`src/rtl/detect_collector_pkg.sv`:
```
// Shared definitions for the detection collector: state encoding, default
// geometry and the drop counter width.
package detect_collector_pkg;

    localparam int DEF_NUM_CH = 4;
    localparam int DEF_TW     = 32;
    localparam int DROP_W     = 8;

    typedef enum logic [1:0] {
        IDLE    = 2'd0,
        COLLECT = 2'd1,
        EMIT    = 2'd2
    } state_t;

    // Channel counts never exceed eight, so one fixed-width popcount serves all.
    function automatic logic [3:0] popcount8(input logic [7:0] v);
        logic [3:0] n;
        n = '0;
        for (int i = 0; i < 8; i++) begin
            n = n + {3'b000, v[i]};
        end
        return n;
    endfunction

endpackage

```
`src/rtl/detect_collector_if.sv`:
```
// Bundle of detector strobes, acknowledges and the outgoing event record.
// The slave side is the collector; the master side is detectors plus consumer.
interface detect_collector_if
    import detect_collector_pkg::*;
#(
    parameter int NUM_CH = DEF_NUM_CH,
    parameter int TW     = DEF_TW
) ();

    logic [NUM_CH-1:0]    ch_valid;
    logic [NUM_CH*TW-1:0] ch_time;
    logic [NUM_CH-1:0]    ch_ack;
    logic                 out_valid;
    logic                 out_ready;
    logic [NUM_CH-1:0]    out_mask;
    logic [NUM_CH*TW-1:0] out_time;
    logic [NUM_CH*TW-1:0] out_delta;
    logic                 out_partial;
    logic [DROP_W-1:0]    drop_cnt;

    modport master (
        output ch_valid, ch_time, out_ready,
        input  ch_ack, out_valid, out_mask, out_time, out_delta, out_partial, drop_cnt
    );

    modport slave (
        input  ch_valid, ch_time, out_ready,
        output ch_ack, out_valid, out_mask, out_time, out_delta, out_partial, drop_cnt
    );

endinterface

```
`src/rtl/detect_collector_slot.sv`:
```
// One channel of the collector: captured timestamp, presence bit, ack pulse
// and the delta against the reference time, all registered at capture.
module detect_slot #(
    parameter int TW = 32
) (
    input  logic          clk,
    input  logic          rst,
    input  logic          capture_en,
    input  logic          clear,
    input  logic [TW-1:0] ch_time,
    input  logic [TW-1:0] ref_time,
    output logic          mask,
    output logic          ack,
    output logic [TW-1:0] time_out,
    output logic [TW-1:0] delta_out
);

    logic          mask_q, mask_d;
    logic          ack_q, ack_d;
    logic [TW-1:0] time_q, time_d;
    logic [TW-1:0] delta_q, delta_d;

    // Clear beats capture so a discarded window never acknowledges anything.
    always_comb begin
        mask_d  = mask_q;
        time_d  = time_q;
        delta_d = delta_q;
        ack_d   = capture_en && !clear;
        if (clear) begin
            mask_d  = 1'b0;
            time_d  = '0;
            delta_d = '0;
        end else if (capture_en) begin
            mask_d  = 1'b1;
            time_d  = ch_time;
            delta_d = ch_time - ref_time;
        end
    end

    always_ff @(posedge clk or negedge rst) begin
        if (!rst) begin
            mask_q  <= 1'b0;
            ack_q   <= 1'b0;
            time_q  <= '0;
            delta_q <= '0;
        end else begin
            mask_q  <= mask_d;
            ack_q   <= ack_d;
            time_q  <= time_d;
            delta_q <= delta_d;
        end
    end

    assign mask      = mask_q;
    assign ack       = ack_q;
    assign time_out  = time_q;
    assign delta_out = delta_q;

endmodule

```
`src/rtl/detect_collector.sv`:
```
// Collects one timestamp per channel inside a bounded window and emits a
// single record of times, deltas to the earliest channel and a hit mask.
module detect_collector
    import detect_collector_pkg::*;
#(
    parameter int NUM_CH      = DEF_NUM_CH,
    parameter int TW          = DEF_TW,
    parameter int TIMEOUT_CYC = 100000,
    parameter int MIN_CH      = 2
) (
    input logic               clk,
    input logic               rst,
    detect_collector_if.slave bus
);

    localparam int              CW       = $clog2(TIMEOUT_CYC + 1);
    localparam logic [CW-1:0]   CNT_LAST = CW'(TIMEOUT_CYC - 1);
    localparam logic [3:0]      MIN_CNT  = 4'(MIN_CH);

    state_t              state_q, state_d;
    logic [CW-1:0]       cnt_q, cnt_d;
    logic [TW-1:0]       ref_q, ref_d;
    logic                partial_q, partial_d;
    logic [DROP_W-1:0]   drop_q, drop_d;

    logic [NUM_CH-1:0]   capture_en;
    logic [NUM_CH-1:0]   drops;
    logic [NUM_CH-1:0]   mask;
    logic [NUM_CH-1:0]   mask_next;
    logic [NUM_CH-1:0]   ack;
    logic                clear;
    logic [TW-1:0]       ref_sel;
    logic [TW-1:0]       ref_in;
    logic [DROP_W:0]     drop_sum;
    logic [TW-1:0]       slot_time  [NUM_CH];
    logic [TW-1:0]       slot_delta [NUM_CH];

    // The lowest-index channel strobing in the opening cycle sets the reference.
    always_comb begin
        ref_sel = '0;
        for (int i = NUM_CH - 1; i >= 0; i--) begin
            if (bus.ch_valid[i]) begin
                ref_sel = bus.ch_time[i*TW +: TW];
            end
        end
    end

    assign ref_in = (state_q == IDLE) ? ref_sel : ref_q;

    always_comb begin
        state_d    = state_q;
        cnt_d      = cnt_q;
        ref_d      = ref_q;
        partial_d  = partial_q;
        capture_en = '0;
        drops      = '0;
        clear      = 1'b0;
        mask_next  = mask;

        unique case (state_q)
            IDLE: begin
                if (|bus.ch_valid) begin
                    capture_en = bus.ch_valid;
                    mask_next  = bus.ch_valid;
                    ref_d      = ref_sel;
                    cnt_d      = '0;
                    partial_d  = 1'b0;
                    state_d    = (&mask_next) ? EMIT : COLLECT;
                end
            end
            COLLECT: begin
                capture_en = bus.ch_valid & ~mask;
                drops      = bus.ch_valid & mask;
                mask_next  = mask | capture_en;
                // A mask completing on the timeout cycle still closes as full.
                if (&mask_next) begin
                    partial_d = 1'b0;
                    state_d   = EMIT;
                end else if (cnt_q == CNT_LAST) begin
                    if (popcount8(8'(mask_next)) >= MIN_CNT) begin
                        partial_d = 1'b1;
                        state_d   = EMIT;
                    end else begin
                        clear   = 1'b1;
                        state_d = IDLE;
                    end
                end else begin
                    cnt_d = cnt_q + 1'b1;
                end
            end
            EMIT: begin
                drops = bus.ch_valid;
                if (bus.out_ready) begin
                    clear     = 1'b1;
                    partial_d = 1'b0;
                    state_d   = IDLE;
                end
            end
            default: begin
                state_d = IDLE;
            end
        endcase

        drop_sum = {1'b0, drop_q} + {{(DROP_W - 3){1'b0}}, popcount8(8'(drops))};
        drop_d   = drop_sum[DROP_W] ? {DROP_W{1'b1}} : drop_sum[DROP_W-1:0];
    end

    always_ff @(posedge clk or negedge rst) begin
        if (!rst) begin
            state_q   <= IDLE;
            cnt_q     <= '0;
            ref_q     <= '0;
            partial_q <= 1'b0;
            drop_q    <= '0;
        end else begin
            state_q   <= state_d;
            cnt_q     <= cnt_d;
            ref_q     <= ref_d;
            partial_q <= partial_d;
            drop_q    <= drop_d;
        end
    end

    for (genvar g = 0; g < NUM_CH; g++) begin : g_slot
        detect_slot #(
            .TW (TW)
        ) u_slot (
            .clk        (clk),
            .rst        (rst),
            .capture_en (capture_en[g]),
            .clear      (clear),
            .ch_time    (bus.ch_time[g*TW +: TW]),
            .ref_time   (ref_in),
            .mask       (mask[g]),
            .ack        (ack[g]),
            .time_out   (slot_time[g]),
            .delta_out  (slot_delta[g])
        );
    end

    always_comb begin
        bus.out_time  = '0;
        bus.out_delta = '0;
        for (int i = 0; i < NUM_CH; i++) begin
            bus.out_time[i*TW +: TW]  = slot_time[i];
            bus.out_delta[i*TW +: TW] = slot_delta[i];
        end
    end

    assign bus.ch_ack      = ack;
    assign bus.out_mask    = mask;
    assign bus.out_valid   = (state_q == EMIT);
    assign bus.out_partial = partial_q;
    assign bus.drop_cnt    = drop_q;

endmodule

```
`src/flat_wrapper.sv`:
```
// flat-port wrapper written by rule: the top's interface ports become plain ports
module detect_collector_flat import detect_collector_pkg::*;
#(
    parameter int NUM_CH      = DEF_NUM_CH,
    parameter int TW          = DEF_TW,
    parameter int TIMEOUT_CYC = 100000,
    parameter int MIN_CH      = 2
)
  (clk, rst, bus_ch_valid, bus_ch_time, bus_out_ready, bus_ch_ack, bus_out_valid, bus_out_mask, bus_out_time, bus_out_delta, bus_out_partial, bus_drop_cnt);
  detect_collector_if #(.NUM_CH(NUM_CH), .TW(TW)) bus_i ();
  input logic clk;
  input logic rst;
  input wire logic [$bits(bus_i.ch_valid)-1:0] bus_ch_valid;
  input wire logic [$bits(bus_i.ch_time)-1:0] bus_ch_time;
  input wire logic [$bits(bus_i.out_ready)-1:0] bus_out_ready;
  output wire logic [$bits(bus_i.ch_ack)-1:0] bus_ch_ack;
  output wire logic [$bits(bus_i.out_valid)-1:0] bus_out_valid;
  output wire logic [$bits(bus_i.out_mask)-1:0] bus_out_mask;
  output wire logic [$bits(bus_i.out_time)-1:0] bus_out_time;
  output wire logic [$bits(bus_i.out_delta)-1:0] bus_out_delta;
  output wire logic [$bits(bus_i.out_partial)-1:0] bus_out_partial;
  output wire logic [$bits(bus_i.drop_cnt)-1:0] bus_drop_cnt;
  assign bus_i.ch_valid = bus_ch_valid;
  assign bus_i.ch_time = bus_ch_time;
  assign bus_i.out_ready = bus_out_ready;
  assign bus_ch_ack = bus_i.ch_ack;
  assign bus_out_valid = bus_i.out_valid;
  assign bus_out_mask = bus_i.out_mask;
  assign bus_out_time = bus_i.out_time;
  assign bus_out_delta = bus_i.out_delta;
  assign bus_out_partial = bus_i.out_partial;
  assign bus_drop_cnt = bus_i.drop_cnt;
  detect_collector #(.NUM_CH(NUM_CH), .TW(TW), .TIMEOUT_CYC(TIMEOUT_CYC), .MIN_CH(MIN_CH)) u_core (.clk(clk), .rst(rst), .bus(bus_i));
endmodule
```
`config.mk`:
```
export PLATFORM = sky130hd
export DESIGN_NAME = detect_collector_flat
export DESIGN_NICKNAME = d
export VERILOG_FILES = /design/src/rtl/detect_collector_pkg.sv /design/src/rtl/detect_collector_if.sv /design/src/rtl/detect_collector_slot.sv /design/src/rtl/detect_collector.sv /design/src/flat_wrapper.sv
export SDC_FILE = /design/constraint.sdc
export NUM_CORES = 1
export LEC_CHECK = 0
export CAP_MARGIN = 30
export CORE_MARGIN = 5
export CORE_UTILIZATION = 50
export CTS_CLUSTER_DIAMETER = 100
export DETAILED_ROUTE_END_ITERATION = 8
export GPL_ROUTABILITY_DRIVEN = 1
export GPL_TIMING_DRIVEN = 0
export PLACE_DENSITY = 0.83
export SYNTH_ARGS = -nofsm -noshare
export SYNTH_HDL_FRONTEND = slang
export SYNTH_HIERARCHICAL = 1
export SYNTH_SLANG_ARGS = --single-unit
```
`constraint.sdc`:
```
create_clock -name clk -period 4.95 [get_ports clk]
set_clock_uncertainty 0.15 [all_clocks]
set_input_delay 0.99 -clock clk [delete_from_list [all_inputs] [get_ports clk]]
set_output_delay 0.99 -clock clk [all_outputs]
set_load 0.005 [all_outputs]
```
==> results of run 1 <==
## sequential cells by signal, indices dropped and copies added, names as in the netlist
| name | flops |
|---|---|
| u_core/bus.out_partial | 1 |
| u_core/cnt_q | 17 |
| u_core/ref_q | 32 |
| u_core/bus.drop_cnt | 8 |
| u_core/g_slot.u_slot/ack | 4 |
| u_core/state_q | 2 |
| u_core/g_slot.u_slot/time_out | 128 |
| u_core/g_slot.u_slot/mask | 4 |
| u_core/g_slot.u_slot/delta_out | 128 |
## power groups by stage
stage / registers, mW / clock network [mW] / logic (mW)
6_report: 4.73 / 2.84 / 14.5
5_1_grt: 4.86 / 2.99 / 15.5
4_1_cts: 4.71 / 2.87 / 14.1
3_5_place_dp: 4.71 / 0 / 13.8
3_3_place_gp: 4.68 / 0 / 13.5
2_1_floorplan: 4.65 / 0 / 8.21
## synthesized netlist by cell type, types with 30 or more instances
library cell               count
sky130_fd_sc_hd__nor3_1       30
sky130_fd_sc_hd__o31ai_1      41
sky130_fd_sc_hd__a221oi_1     37
sky130_fd_sc_hd__nand2b_1     30
sky130_fd_sc_hd__xor2_1       45
sky130_fd_sc_hd__a22o_1       44
sky130_fd_sc_hd__a21o_1       66
sky130_fd_sc_hd__mux2i_1     187
sky130_fd_sc_hd__a21oi_1     154
sky130_fd_sc_hd__nor2_1      323
sky130_fd_sc_hd__clkbuf_1     91
sky130_fd_sc_hd__o21ai_0      70
sky130_fd_sc_hd__dfrtp_1     324
sky130_fd_sc_hd__mux2_2       38
sky130_fd_sc_hd__ha_1        134
sky130_fd_sc_hd__nor2b_1      55
sky130_fd_sc_hd__inv_1       172
sky130_fd_sc_hd__nand2_1     140
sky130_fd_sc_hd__nand4_1      36
sky130_fd_sc_hd__xnor2_1      41
sky130_fd_sc_hd__nand3_1      32
## how the worst max path moves through the flow
stage	slack (ps)	end	cells after the start	start
after floorplan	380	u_core/g_slot[0].u_slot/delta_out[28]	13	bus_ch_valid[0]
after global placement	-11150	u_core/g_slot[3].u_slot/ack	1	rst
after detailed placement	-1530	u_core/g_slot[3].u_slot/time_out[11]	13	bus_ch_valid[1]
after CTS	20	u_core/g_slot[3].u_slot/time_out[2]	13	bus_ch_valid[1]
after global routing	-40	u_core/g_slot[2].u_slot/delta_out[31]	19	bus_ch_valid[2]
final	60	u_core/g_slot[3].u_slot/delta_out[31]	17	bus_ch_valid[3]
## repair_timing
item,in CTS,in global routing
pin swaps,2,5
setup buffers,6,7
resized for setup,78,48
setup endpoints to repair,249,151
## cells in the final DEF (no fill, tap or decap), drive strengths merged, types with 7 or more instances in the layout
master,Yosys,layout
clkbuf,95,148
a21o,66,66
inv,172,174
and3,28,28
dfrtp,324,324
clkinv,2,9
xor2,45,45
nand2b,32,32
nand3,34,34
mux2i,187,187
ha,134,134
or3,9,9
nor2b,57,57
o2111ai,8,8
nor4,11,11
a221oi,39,39
nand2,140,140
nor2,327,327
o21bai,22,22
a31oi,10,10
o21ai,76,76
o31ai,43,43
nor3,30,30
buf,40,58
mux2,38,38
a211oi,20,20
clkdlybuf4s50,0,403
a31o,8,8
a221o,7,7
and4,13,13
or2,11,11
a21oi,160,160
o21a,22,22
nand4,36,36
xnor2,41,41
a22o,44,44
fa,8,8
o211ai,18,18
## per-stage QoR
stage | power (mW) | area [um^2] | utilization | TNS (ps) | setup slack [ps]
after floorplan | 12.87 | 22390 | - | 0 | 379.7
after global routing | 23.39 | 29170 | 0.6597 | -114.8 | -37.27
after detailed placement | 18.46 | 27300 | 0.6174 | -284210 | -1531
after CTS | 21.67 | 28940 | 0.6543 | 0 | 17.20
after global placement | 18.14 | 27210 | 0.6153 | -4014320 | -11150
final | 22.11 | 29170 | 0.6597 | 0 | 62.06
## routing by layer
metal	up-vias	wire length (um)	GRT usage
met5	-	0	0
met4	0	4969	0.1629
met3	222	8813	0.07917
met2	1156	38780	0.5250
met1	10602	36870	0.4796
li1	9726	-	-
## kinds of logic after synthesis
group / count (synthesis)
AO/OA/AOI/OAI: 599
multiplexers: 225
adder cells (fa/ha/maj): 142
XOR/XNOR: 86
buffers and inverters: 309
AND/OR/NAND/NOR: 777
flip-flops: 324
## critical path, cell delays in order
cell	delay, ps
sky130_fd_sc_hd__dlygate4sd2_1	500
sky130_fd_sc_hd__nor2b_1	190
sky130_fd_sc_hd__clkbuf_2	190
sky130_fd_sc_hd__buf_6	210
sky130_fd_sc_hd__a221oi_4	120
sky130_fd_sc_hd__o31ai_2	320
sky130_fd_sc_hd__mux2_4	330
sky130_fd_sc_hd__inv_1	70
sky130_fd_sc_hd__ha_1	370
sky130_fd_sc_hd__a21oi_2	260
sky130_fd_sc_hd__o21bai_4	90
sky130_fd_sc_hd__a311oi_2	350
sky130_fd_sc_hd__o41ai_4	170
sky130_fd_sc_hd__a211oi_2	320
sky130_fd_sc_hd__a21oi_2	120
sky130_fd_sc_hd__or4b_4	530
sky130_fd_sc_hd__o211ai_2	70
## area by class of cell
cell class              instances  area, um^2
inverters                     174       653.1
well taps                     592       740.7
plain buffers                 133       624.3
fillers                      3617       15050
clock buffers                  53        1079
clock inverters                12       142.6
flip-flops and latches        324        8108
multi-input cells            1829       13530
repair buffers                425        4288
diodes                          1       2.502
==> impl_metrics.xml, run 1 <==
<?xml version="1.0" encoding="UTF-8"?>
<metrics>
  <group name="floorplan">
    <metric name="chipHeight" unit="um">221.6</metric>
    <metric name="total_die_area" unit="um^2">49120</metric>
    <metric name="core_area" unit="um^2">44220</metric>
    <metric name="floorplan.io_pins" unit="">409</metric>
    <metric name="floorplan.die.width" unit="um">221.6</metric>
    <metric name="number_of_cell_rows" unit="">77</metric>
    <metric name="start_util" unit="">0.5064</metric>
  </group>
  <group name="synthesis">
    <metric name="yosys.area_share.xor_xnor" unit="">0.03364</metric>
    <metric name="synth_top_family_by_area" unit="">compound AO/OA/AOI/OAI gates</metric>
    <metric name="avgSynthCellArea" unit="um^2">9.095</metric>
    <metric name="synthMuxAreaShare" unit="">0.1027</metric>
    <metric name="synth_warnings" unit="">6</metric>
    <metric name="post-synth-top-area-fraction" unit="">0.3621</metric>
    <metric name="net_count_synth" unit="">2739</metric>
    <metric name="postSynthRegisterBits" unit="">324</metric>
    <metric name="synth_edf_count" unit="">0</metric>
    <metric name="synth-compound-area-share" unit="">0.1932</metric>
    <metric name="synth_flop_cell" unit="">sky130_fd_sc_hd__dfrtp_1</metric>
    <metric name="ys_seq_area_frac" unit="">0.3621</metric>
    <metric name="fraction_of_the_mapped_netlist_area_in_simple_logic_gates" unit="">0.1709</metric>
    <metric name="synth_fa_ha_area_frac" unit="">0.08202</metric>
    <metric name="ffs_w_async_s_r_synth" unit="">1.000</metric>
    <metric name="cell_variety_after_synth" unit="">94</metric>
    <metric name="netlist.top_cell.by_area" unit="">sky130_fd_sc_hd__dfrtp_1</metric>
    <metric name="postSynthCellCount" unit="">2462</metric>
    <metric name="ys_top_cells_by_area" unit="">sky130_fd_sc_hd__dfrtp_1 (36%), sky130_fd_sc_hd__mux2i_1 (8.4%), sky130_fd_sc_hd__ha_1 (7.5%)</metric>
    <metric name="netlist_area" unit="um^2">22390</metric>
  </group>
  <group name="clocking">
    <metric name="hold_buffers" unit="">0</metric>
    <metric name="tritoncts" unit="">yes</metric>
    <metric name="cts.reportedPaths.clkPinSlew" unit="ps">60</metric>
    <metric name="clk_latency" unit="ps">580</metric>
    <metric name="clock_tree.root_cell" unit="">sky130_fd_sc_hd__clkbuf_16</metric>
    <metric name="cts.sinks" unit="">324</metric>
    <metric name="tritoncts.num_buffers" unit="">37</metric>
    <metric name="max-clock-path-buffers" unit="">3</metric>
    <metric name="cts-htree-levels" unit="">2</metric>
  </group>
  <group name="cells_and_area">
    <metric name="drive_above_1_share" unit="">0.09966</metric>
    <metric name="fin_nets" unit="">3201</metric>
    <metric name="areaGrowthSynthToFinish" unit="%">30.27</metric>
    <metric name="instances_no_fill" unit="">3543</metric>
  </group>
  <group name="worst_setup_path">
    <metric name="worstSetupEndpointType" unit="">flip-flop</metric>
    <metric name="r2r_end" unit="">u_core/g_slot[2].u_slot/delta_out[31]</metric>
    <metric name="worst-setup-path-type" unit="">in -&gt; reg</metric>
    <metric name="worstRegToRegCells" unit="">16</metric>
    <metric name="worstSetupStartpointType" unit="">input port</metric>
    <metric name="critPathMaxFanout" unit="">10</metric>
    <metric name="cp_data_arrival_time" unit="ps">5230</metric>
    <metric name="reg2reg_start" unit="">u_core/state_q[0]</metric>
    <metric name="reg2reg_slack" unit="ps">270</metric>
    <metric name="worst-endpoint-required" unit="ps">5290</metric>
  </group>
  <group name="power_and_ir_drop">
    <metric name="vdd_ir_drop_max" unit="V">0.0003444</metric>
    <metric name="power.share.combinational" unit="">0.658</metric>
    <metric name="cellPowerDensity" unit="nW/um^2">757.8</metric>
    <metric name="internal_power" unit="mW">11.99</metric>
    <metric name="power.leakage" unit="nW">12.97</metric>
    <metric name="pwr-share-clk" unit="">0.128</metric>
    <metric name="p_sw_frac" unit="">0.4574</metric>
    <metric name="power.share.sequential" unit="">0.214</metric>
    <metric name="power_switching" unit="mW">10.11</metric>
  </group>
  <group name="placed_design">
    <metric name="hpwlAfterDp" unit="um">68860</metric>
    <metric name="placed_cells" unit="">3465</metric>
    <metric name="routabilityCongestion" unit="">1.091</metric>
    <metric name="io_buffer_count" unit="">407</metric>
  </group>
  <group name="grt">
    <metric name="first_pass_grt_wire_length" unit="um">133300</metric>
    <metric name="gr-usage-all-layers" unit="">0.3485</metric>
    <metric name="grt-ovfl-total" unit="">0</metric>
    <metric name="grt_pass1_vias" unit="">21359</metric>
    <metric name="grt_start_max_net_pins" unit="">94</metric>
    <metric name="antenna_found_initial" unit="">1</metric>
  </group>
  <group name="flow_run">
    <metric name="timing.max_cap.violations" unit="">0</metric>
  </group>
  <group name="sta">
    <metric name="hold_violations" unit="">0</metric>
    <metric name="layout_worst_path_cycle_share" unit="">0.9875</metric>
    <metric name="timing.final.crit_period" unit="ps">4888</metric>
    <metric name="unrepaired_setup_endpoints_after_global_routing" unit="">yes</metric>
    <metric name="max_slew.worst_pin.slew" unit="ps">1039</metric>
    <metric name="drv_slew" unit="">0</metric>
    <metric name="worst_hold_slack" unit="ps">218.0</metric>
    <metric name="max_clock_freq" unit="MHz">204.6</metric>
    <metric name="setup-violations-final" unit="">0</metric>
    <metric name="worst_slew_margin_rel" unit="">0.3074</metric>
  </group>
  <group name="detailed_routing">
    <metric name="post_drt_wl_per_cell" unit="um">25.24</metric>
    <metric name="ant_nets" unit="">0</metric>
    <metric name="vias" unit="">21706</metric>
    <metric name="drt_iter0_drc" unit="">2045</metric>
    <metric name="aggregate_routed_wire_length" unit="um">89430</metric>
    <metric name="vias_per_cell" unit="">6.126</metric>
    <metric name="number_of_detailed_routing_iterations_run_before_antenna_repair" unit="">5</metric>
    <metric name="remaining_drc_errors" unit="">0</metric>
  </group>
  <group name="hold_path">
    <metric name="worst_hold_class" unit="">in -&gt; async</metric>
  </group>
  <group name="status">
    <metric name="outcome" unit="">finished clean</metric>
  </group>
</metrics>
(Power assumes the default switching activity.)
==> run 2: changes to the inputs <==
- CTS_CLUSTER_DIAMETER: 100 -> 80
- GPL_TIMING_DRIVEN: 0 -> 1
==> run 2 against run 1 <==
  * Register-to-register slack gained 190 ps
  * Count of clock-buffer cells in the layout is 2 lower
  * Utilization rose by 5.2 points
  * Die area unchanged
  * Fmax down 0.26%
  * Critical path depth increased by 1
  * Final area is 8.0% higher
  * Non-clock buffer count is 274 higher
  * Global-route usage rose by 0.30 points
  * Routed wire length rose by 0.68%
  * Sequential power about the same
  * Hold slack improved by 88 ps
  * Largest power group unchanged
  * Highest routed layer unchanged
==> impl_metrics.xml, run 2 (synthesis gave the netlist of run 1 again) <==
<?xml version="1.0" encoding="UTF-8"?>
<metrics>
  <group name="floorplan">
    <metric name="core_area" unit="um^2">44220</metric>
    <metric name="chipHeight" unit="um">221.6</metric>
    <metric name="total_die_area" unit="um^2">49120</metric>
    <metric name="floorplan.die.width" unit="um">221.6</metric>
    <metric name="start_util" unit="">0.5064</metric>
    <metric name="floorplan.io_pins" unit="">409</metric>
    <metric name="number_of_cell_rows" unit="">77</metric>
  </group>
  <group name="sta">
    <metric name="setup-violations-final" unit="">0</metric>
    <metric name="worst_hold_slack" unit="ps">305.8</metric>
    <metric name="max_clock_freq" unit="MHz">204.0</metric>
    <metric name="max_slew.worst_pin.slew" unit="ps">1014</metric>
    <metric name="layout_worst_path_cycle_share" unit="">0.9901</metric>
    <metric name="worst_slew_margin_rel" unit="">0.3243</metric>
    <metric name="timing.final.crit_period" unit="ps">4901</metric>
    <metric name="drv_slew" unit="">0</metric>
    <metric name="hold_violations" unit="">0</metric>
    <metric name="unrepaired_setup_endpoints_after_global_routing" unit="">yes</metric>
  </group>
  <group name="hold_path">
    <metric name="worst_hold_class" unit="">in -&gt; async</metric>
  </group>
  <group name="detailed_routing">
    <metric name="aggregate_routed_wire_length" unit="um">90040</metric>
    <metric name="ant_nets" unit="">0</metric>
    <metric name="drt_iter0_drc" unit="">2393</metric>
    <metric name="post_drt_wl_per_cell" unit="um">23.55</metric>
    <metric name="remaining_drc_errors" unit="">0</metric>
    <metric name="number_of_detailed_routing_iterations_run_before_antenna_repair" unit="">6</metric>
    <metric name="vias_per_cell" unit="">5.976</metric>
    <metric name="vias" unit="">22848</metric>
  </group>
  <group name="power_and_ir_drop">
    <metric name="pwr-share-clk" unit="">0.135</metric>
    <metric name="vdd_ir_drop_max" unit="V">0.0003914</metric>
    <metric name="internal_power" unit="mW">13.88</metric>
    <metric name="power.share.combinational" unit="">0.669</metric>
    <metric name="p_sw_frac" unit="">0.4273</metric>
    <metric name="power.share.sequential" unit="">0.196</metric>
    <metric name="power.leakage" unit="nW">14.63</metric>
    <metric name="power_switching" unit="mW">10.36</metric>
    <metric name="cellPowerDensity" unit="nW/um^2">769.7</metric>
  </group>
  <group name="clocking">
    <metric name="cts.reportedPaths.clkPinSlew" unit="ps">60</metric>
    <metric name="clk_latency" unit="ps">580</metric>
    <metric name="clock_tree.root_cell" unit="">sky130_fd_sc_hd__clkbuf_16</metric>
    <metric name="cts.sinks" unit="">324</metric>
    <metric name="cts-htree-levels" unit="">2</metric>
    <metric name="tritoncts" unit="">yes</metric>
    <metric name="max-clock-path-buffers" unit="">3</metric>
    <metric name="tritoncts.num_buffers" unit="">40</metric>
  </group>
  <group name="cells_and_area">
    <metric name="antennaDiodeCount" unit="">0</metric>
    <metric name="layout_commonest_cell" unit="">sky130_fd_sc_hd__buf_4</metric>
    <metric name="drive_above_1_share" unit="">0.1972</metric>
    <metric name="most_frequent_cells_in_the_layout" unit="">sky130_fd_sc_hd__buf_4 (415), sky130_fd_sc_hd__clkdlybuf4s50_1 (405), sky130_fd_sc_hd__dfrtp_1 (324)</metric>
    <metric name="filler_cell_count" unit="">3341</metric>
    <metric name="areaGrowthSynthToFinish" unit="%">40.63</metric>
    <metric name="area.sequential" unit="um^2">8108</metric>
    <metric name="instances_no_fill" unit="">3823</metric>
    <metric name="multi_input_area" unit="um^2">13150</metric>
    <metric name="fin_nets" unit="">3478</metric>
  </group>
  <group name="worst_setup_path">
    <metric name="cp_data_arrival_time" unit="ps">5220</metric>
    <metric name="worst-setup-path-type" unit="">in -&gt; reg</metric>
    <metric name="critPathMaxFanout" unit="">12</metric>
    <metric name="worstSetupStartpointType" unit="">input port</metric>
    <metric name="reg2reg_start" unit="">u_core/state_q[1]</metric>
    <metric name="worstSetupEndpointType" unit="">flip-flop</metric>
    <metric name="worstRegToRegCells" unit="">15</metric>
    <metric name="r2r_end" unit="">u_core/g_slot[0].u_slot/delta_out[30]</metric>
    <metric name="reg2reg_slack" unit="ps">460</metric>
    <metric name="worst-endpoint-required" unit="ps">5260</metric>
    <metric name="cp-endpoint" unit="">u_core/g_slot[2].u_slot/delta_out[30]</metric>
    <metric name="critPathLaunch" unit="">bus_ch_valid[3]</metric>
  </group>
  <group name="grt">
    <metric name="antenna_found_initial" unit="">1</metric>
    <metric name="grt_pass1_vias" unit="">22783</metric>
    <metric name="first_pass_grt_wire_length" unit="um">136900</metric>
    <metric name="grt-ovfl-total" unit="">0</metric>
    <metric name="gr-usage-all-layers" unit="">0.3516</metric>
    <metric name="grt_start_max_net_pins" unit="">98</metric>
  </group>
  <group name="status">
    <metric name="outcome" unit="">finished clean</metric>
  </group>
  <group name="placed_design">
    <metric name="io_buffer_count" unit="">408</metric>
    <metric name="routabilityCongestion" unit="">1.047</metric>
    <metric name="hpwlAfterDp" unit="um">70600</metric>
    <metric name="placed_cells" unit="">3750</metric>
  </group>
  <group name="flow_run">
    <metric name="timing.max_cap.violations" unit="">0</metric>
  </group>
</metrics>
==> run 2: cell type report <==
cell class	count	share of cell area
clock inverter	21	0.009735
timing repair buffer	832	0.2342
clock buffer	51	0.03663
inverter	174	0.02074
multi-input combinational	1829	0.4177
tap	592	0.02352
sequential	324	0.2575
==> run 2: worst max-delay path, cell delays in order <==
cell and delay [ps]:
sky130_fd_sc_hd__clkdlybuf4s50_1 420, sky130_fd_sc_hd__nor2b_2 210, sky130_fd_sc_hd__buf_12 150, sky130_fd_sc_hd__buf_4 160, sky130_fd_sc_hd__buf_4 180, sky130_fd_sc_hd__a221oi_1 630, sky130_fd_sc_hd__o31ai_2 170, sky130_fd_sc_hd__mux2_2 350
sky130_fd_sc_hd__inv_1 70, sky130_fd_sc_hd__ha_1 230, sky130_fd_sc_hd__a21o_1 190, sky130_fd_sc_hd__a211oi_1 370, sky130_fd_sc_hd__and2_1 210, sky130_fd_sc_hd__a211oi_1 90, sky130_fd_sc_hd__buf_4 160, sky130_fd_sc_hd__a221oi_1 340
sky130_fd_sc_hd__mux2i_1 130, sky130_fd_sc_hd__a21o_1 160
==> run 2: power groups by stage <==
stage               clock [mW]  combinational, mW  sequential (mW)
CTS                       3.31               15.9             4.72
detailed placement           0               15.8             4.73
finish                    3.27               16.2             4.74
floorplan                    0               8.21             4.65
global placement             0               15.4             4.68
global route              3.45               17.3             4.87
==> run 2: stage by stage <==
step	total power, mW	worst slack [ps]	setup TNS (ps)	utilization	area, um^2
2_1_floorplan	12.87	379.7	0	-	22390
3_3_place_gp	20.12	-515.2	-14010	0.6772	29950
3_5_place_dp	20.49	-551.5	-15890	0.6772	29950
4_1_cts	23.92	18.13	0	0.7102	31410
5_1_grt	25.66	-4.647	-12.62	0.7121	31490
6_report	24.24	49.22	0	0.7121	31490
==> run 2: worst min path at each step <==
| stage | startpoint | endpoint | depth (start not counted) |
|---|---|---|---|
| global route | rst | u_core/g_slot[0].u_slot/delta_out[0] | 1 |
| CTS | rst | u_core/g_slot[0].u_slot/delta_out[0] | 1 |
| finish | rst | u_core/g_slot[0].u_slot/delta_out[0] | 1 |
| detailed placement | u_core/g_slot[2].u_slot/delta_out[30] | u_core/g_slot[2].u_slot/delta_out[30] | 1 |
| global placement | u_core/g_slot[2].u_slot/delta_out[30] | u_core/g_slot[2].u_slot/delta_out[30] | 1 |
| floorplan | u_core/ref_q[0] | u_core/ref_q[0] | 1 |
==> run 2: what timing repair did <==
item | 4_1_cts | 5_1_grt
hold buffers | 0 | 0
setup buffers | 0 | 1
setup endpoints to repair | 0 | 48
resized for setup | 0 | 15
==> run 2: routing by layer <==
layer / part of all wire / track usage / wire length, um
met5: 0 / 0 / 0
met4: 0.057 / 0.1627 / 5119
met3: 0.084 / 0.07361 / 7578
met2: 0.45 / 0.5566 / 40560
met1: 0.41 / 0.4649 / 36780
==> run 3: changes to the inputs <==
- CORE_MARGIN: 5 -> 1
==> run 3 against run 2 <==
  * Hold slack better by 39 ps
  * Final area is 0.29% lower
  * Critical path depth unchanged
  * Largest power group unchanged
  * Fmax increased by 0.73%
==> impl_metrics.xml, run 3 (synthesis gave the netlist of run 1 again) <==
<?xml version="1.0" encoding="UTF-8"?>
<metrics>
  <group name="detailed_routing">
    <metric name="drt_iter0_drc" unit="">2657</metric>
    <metric name="number_of_detailed_routing_iterations_run_before_antenna_repair" unit="">8</metric>
    <metric name="vias_per_cell" unit="">5.950</metric>
    <metric name="aggregate_routed_wire_length" unit="um">90000</metric>
    <metric name="vias" unit="">22801</metric>
    <metric name="remaining_drc_errors" unit="">0</metric>
    <metric name="post_drt_wl_per_cell" unit="um">23.49</metric>
    <metric name="ant_nets" unit="">0</metric>
  </group>
  <group name="floorplan">
    <metric name="core_area" unit="um^2">44220</metric>
    <metric name="total_die_area" unit="um^2">45640</metric>
    <metric name="floorplan.io_pins" unit="">409</metric>
    <metric name="start_util" unit="">0.5064</metric>
    <metric name="chipHeight" unit="um">213.6</metric>
    <metric name="floorplan.die.width" unit="um">213.6</metric>
    <metric name="number_of_cell_rows" unit="">77</metric>
  </group>
  <group name="cells_and_area">
    <metric name="multi_input_area" unit="um^2">13130</metric>
    <metric name="area.sequential" unit="um^2">8108</metric>
    <metric name="layout_commonest_cell" unit="">sky130_fd_sc_hd__buf_4</metric>
    <metric name="drive_above_1_share" unit="">0.1972</metric>
    <metric name="most_frequent_cells_in_the_layout" unit="">sky130_fd_sc_hd__buf_4 (429), sky130_fd_sc_hd__clkdlybuf4s50_1 (405), sky130_fd_sc_hd__dfrtp_1 (324)</metric>
    <metric name="fin_nets" unit="">3490</metric>
    <metric name="filler_cell_count" unit="">3368</metric>
    <metric name="post-route-cell-area" unit="um^2">31400</metric>
    <metric name="areaGrowthSynthToFinish" unit="%">40.22</metric>
    <metric name="antennaDiodeCount" unit="">0</metric>
  </group>
  <group name="status">
    <metric name="outcome" unit="">finished clean</metric>
  </group>
  <group name="placed_design">
    <metric name="preCtsSetupSlack" unit="ps">-429.0</metric>
    <metric name="hpwlAfterDp" unit="um">69770</metric>
    <metric name="area_of_placed_instances" unit="um^2">30030</metric>
    <metric name="io_buffer_count" unit="">408</metric>
    <metric name="routabilityCongestion" unit="">1.067</metric>
  </group>
  <group name="power_and_ir_drop">
    <metric name="power.leakage" unit="nW">14.58</metric>
    <metric name="vdd_ir_drop_max" unit="V">0.0004107</metric>
    <metric name="cellPowerDensity" unit="nW/um^2">762.2</metric>
  </group>
  <group name="sta">
    <metric name="worst_slew_margin_rel" unit="">0.3275</metric>
    <metric name="unrepaired_setup_endpoints_after_global_routing" unit="">yes</metric>
    <metric name="layout_worst_path_cycle_share" unit="">0.9829</metric>
    <metric name="max_clock_freq" unit="MHz">205.5</metric>
    <metric name="drv_slew" unit="">0</metric>
    <metric name="timing.final.crit_period" unit="ps">4865</metric>
    <metric name="final_critical_path_setup_slack" unit="ps">84.81</metric>
    <metric name="hold_violations" unit="">0</metric>
    <metric name="max_slew.worst_pin.slew" unit="ps">1009</metric>
    <metric name="setup-violations-final" unit="">0</metric>
  </group>
  <group name="worst_setup_path">
    <metric name="worstSetupStartpointType" unit="">input port</metric>
    <metric name="critPathMaxFanout" unit="">12</metric>
    <metric name="worst-setup-path-type" unit="">in -&gt; reg</metric>
    <metric name="cp_data_arrival_time" unit="ps">5160</metric>
    <metric name="worstSetupEndpointType" unit="">flip-flop</metric>
    <metric name="worst-endpoint-required" unit="ps">5250</metric>
    <metric name="reg2reg_slack" unit="ps">530</metric>
  </group>
  <group name="grt">
    <metric name="grt-ovfl-total" unit="">0</metric>
    <metric name="antenna_found_initial" unit="">0</metric>
    <metric name="grt_start_max_net_pins" unit="">116</metric>
    <metric name="grt_pass1_vias" unit="">22527</metric>
    <metric name="gr-usage-all-layers" unit="">0.3895</metric>
    <metric name="first_pass_grt_wire_length" unit="um">133400</metric>
  </group>
  <group name="clocking">
    <metric name="tritoncts" unit="">yes</metric>
    <metric name="hold_buffers" unit="">0</metric>
    <metric name="cts.reportedPaths.clkPinSlew" unit="ps">60</metric>
    <metric name="clk_latency" unit="ps">580</metric>
    <metric name="cts-htree-levels" unit="">2</metric>
    <metric name="cts.sinks" unit="">324</metric>
    <metric name="clock_tree.root_cell" unit="">sky130_fd_sc_hd__clkbuf_16</metric>
    <metric name="tritoncts.num_buffers" unit="">39</metric>
    <metric name="max-clock-path-buffers" unit="">3</metric>
  </group>
  <group name="flow_run">
    <metric name="timing.max_cap.violations" unit="">0</metric>
  </group>
  <group name="hold_path">
    <metric name="worst_hold_class" unit="">reg -&gt; reg</metric>
  </group>
</metrics>
==> run 3: cell count changes in the layout (fill, tap and decap cells not counted), sizes merged <==
cell      change
clkinvlp      +5
buf          +13
clkbuf        +4
bufinv        -5
clkinv        -8
==> run 3: through the flow <==
| step | total power, mW | std cells | utilization | setup TNS (ps) | hold slack, ps |
|---|---|---|---|---|---|
| finish | 23.93 | 3832 | 0.7101 | 0 | 345.1 |
| global route | 25.31 | 3832 | 0.7101 | -9.710 | 358.4 |
| CTS | 23.60 | 3831 | 0.7088 | 0 | 348.0 |
| detailed placement | 20.46 | 3763 | 0.6791 | -11130 | 332.5 |
| global placement | 20.09 | 3763 | 0.6791 | -7552 | 322.7 |
| floorplan | 12.87 | 2462 | - | 0 | 312.0 |
==> run 3: what timing repair did <==
action / in CTS / in global routing
gates resized for setup: 0 / 9
buffers inserted: 0 / 1
setup endpoints to repair: 0 / 10
==> run 3: path summary, 6_finish.rpt <==
path	start	endpoint	cells past startpoint
worst max-delay path	bus_ch_valid[2]	u_core/g_slot[2].u_slot/delta_out[30]	18
worst min-delay path	u_core/g_slot[0].u_slot/delta_out[27]	u_core/g_slot[0].u_slot/delta_out[27]	2
worst min register to register	u_core/g_slot[0].u_slot/delta_out[27]	u_core/g_slot[0].u_slot/delta_out[27]	2
min in group asynchronous	rst	u_core/g_slot[0].u_slot/time_out[0]	1
worst max register to register	u_core/state_q[1]	u_core/g_slot[2].u_slot/delta_out[30]	15
max in group asynchronous	rst	u_core/ref_q[28]	2
==> run 3: critical path, cell delays in order <==
cell,delay [ps]
sky130_fd_sc_hd__clkdlybuf4s50_1,530
sky130_fd_sc_hd__buf_4,240
sky130_fd_sc_hd__buf_4,210
sky130_fd_sc_hd__buf_4,200
sky130_fd_sc_hd__a221oi_1,110
sky130_fd_sc_hd__buf_4,160
sky130_fd_sc_hd__o31ai_1,280
sky130_fd_sc_hd__mux2_2,300
sky130_fd_sc_hd__inv_1,60
sky130_fd_sc_hd__ha_1,360
sky130_fd_sc_hd__nand2_1,110
sky130_fd_sc_hd__o21ai_0,360
sky130_fd_sc_hd__o21ba_2,240
sky130_fd_sc_hd__o21a_1,160
sky130_fd_sc_hd__a211oi_1,350
sky130_fd_sc_hd__a221oi_1,180
sky130_fd_sc_hd__mux2i_1,150
sky130_fd_sc_hd__a21o_1,160
==> run 3: power by group <==
part           switching, mW  total (mW)  internal, mW  leakage (nW)
registers              0.835        4.76          3.92          4.00
clock network           1.21        2.97          1.76         0.632
logic                   8.30        16.2          7.91          9.95
total                   10.3        23.9          13.6          14.6
==> run 3: cell type report <==
cell class,instances,share of cell area
multi-input combinational,1829,0.4180
sequential,324,0.2582
timing repair buffer,845,0.2376
clock buffer,55,0.03722
tap,592,0.02359
inverter,174,0.02080
clock inverter,13,0.004622
==> run 3: metal layers <==
metal  GRT usage  up-vias  share of wire
met5    0.003233        -              0
met4      0.2291        0          0.064
met3     0.07425      293          0.084
met2      0.5928     1208           0.44
met1      0.5167    11001           0.41
li1            -    10299              -
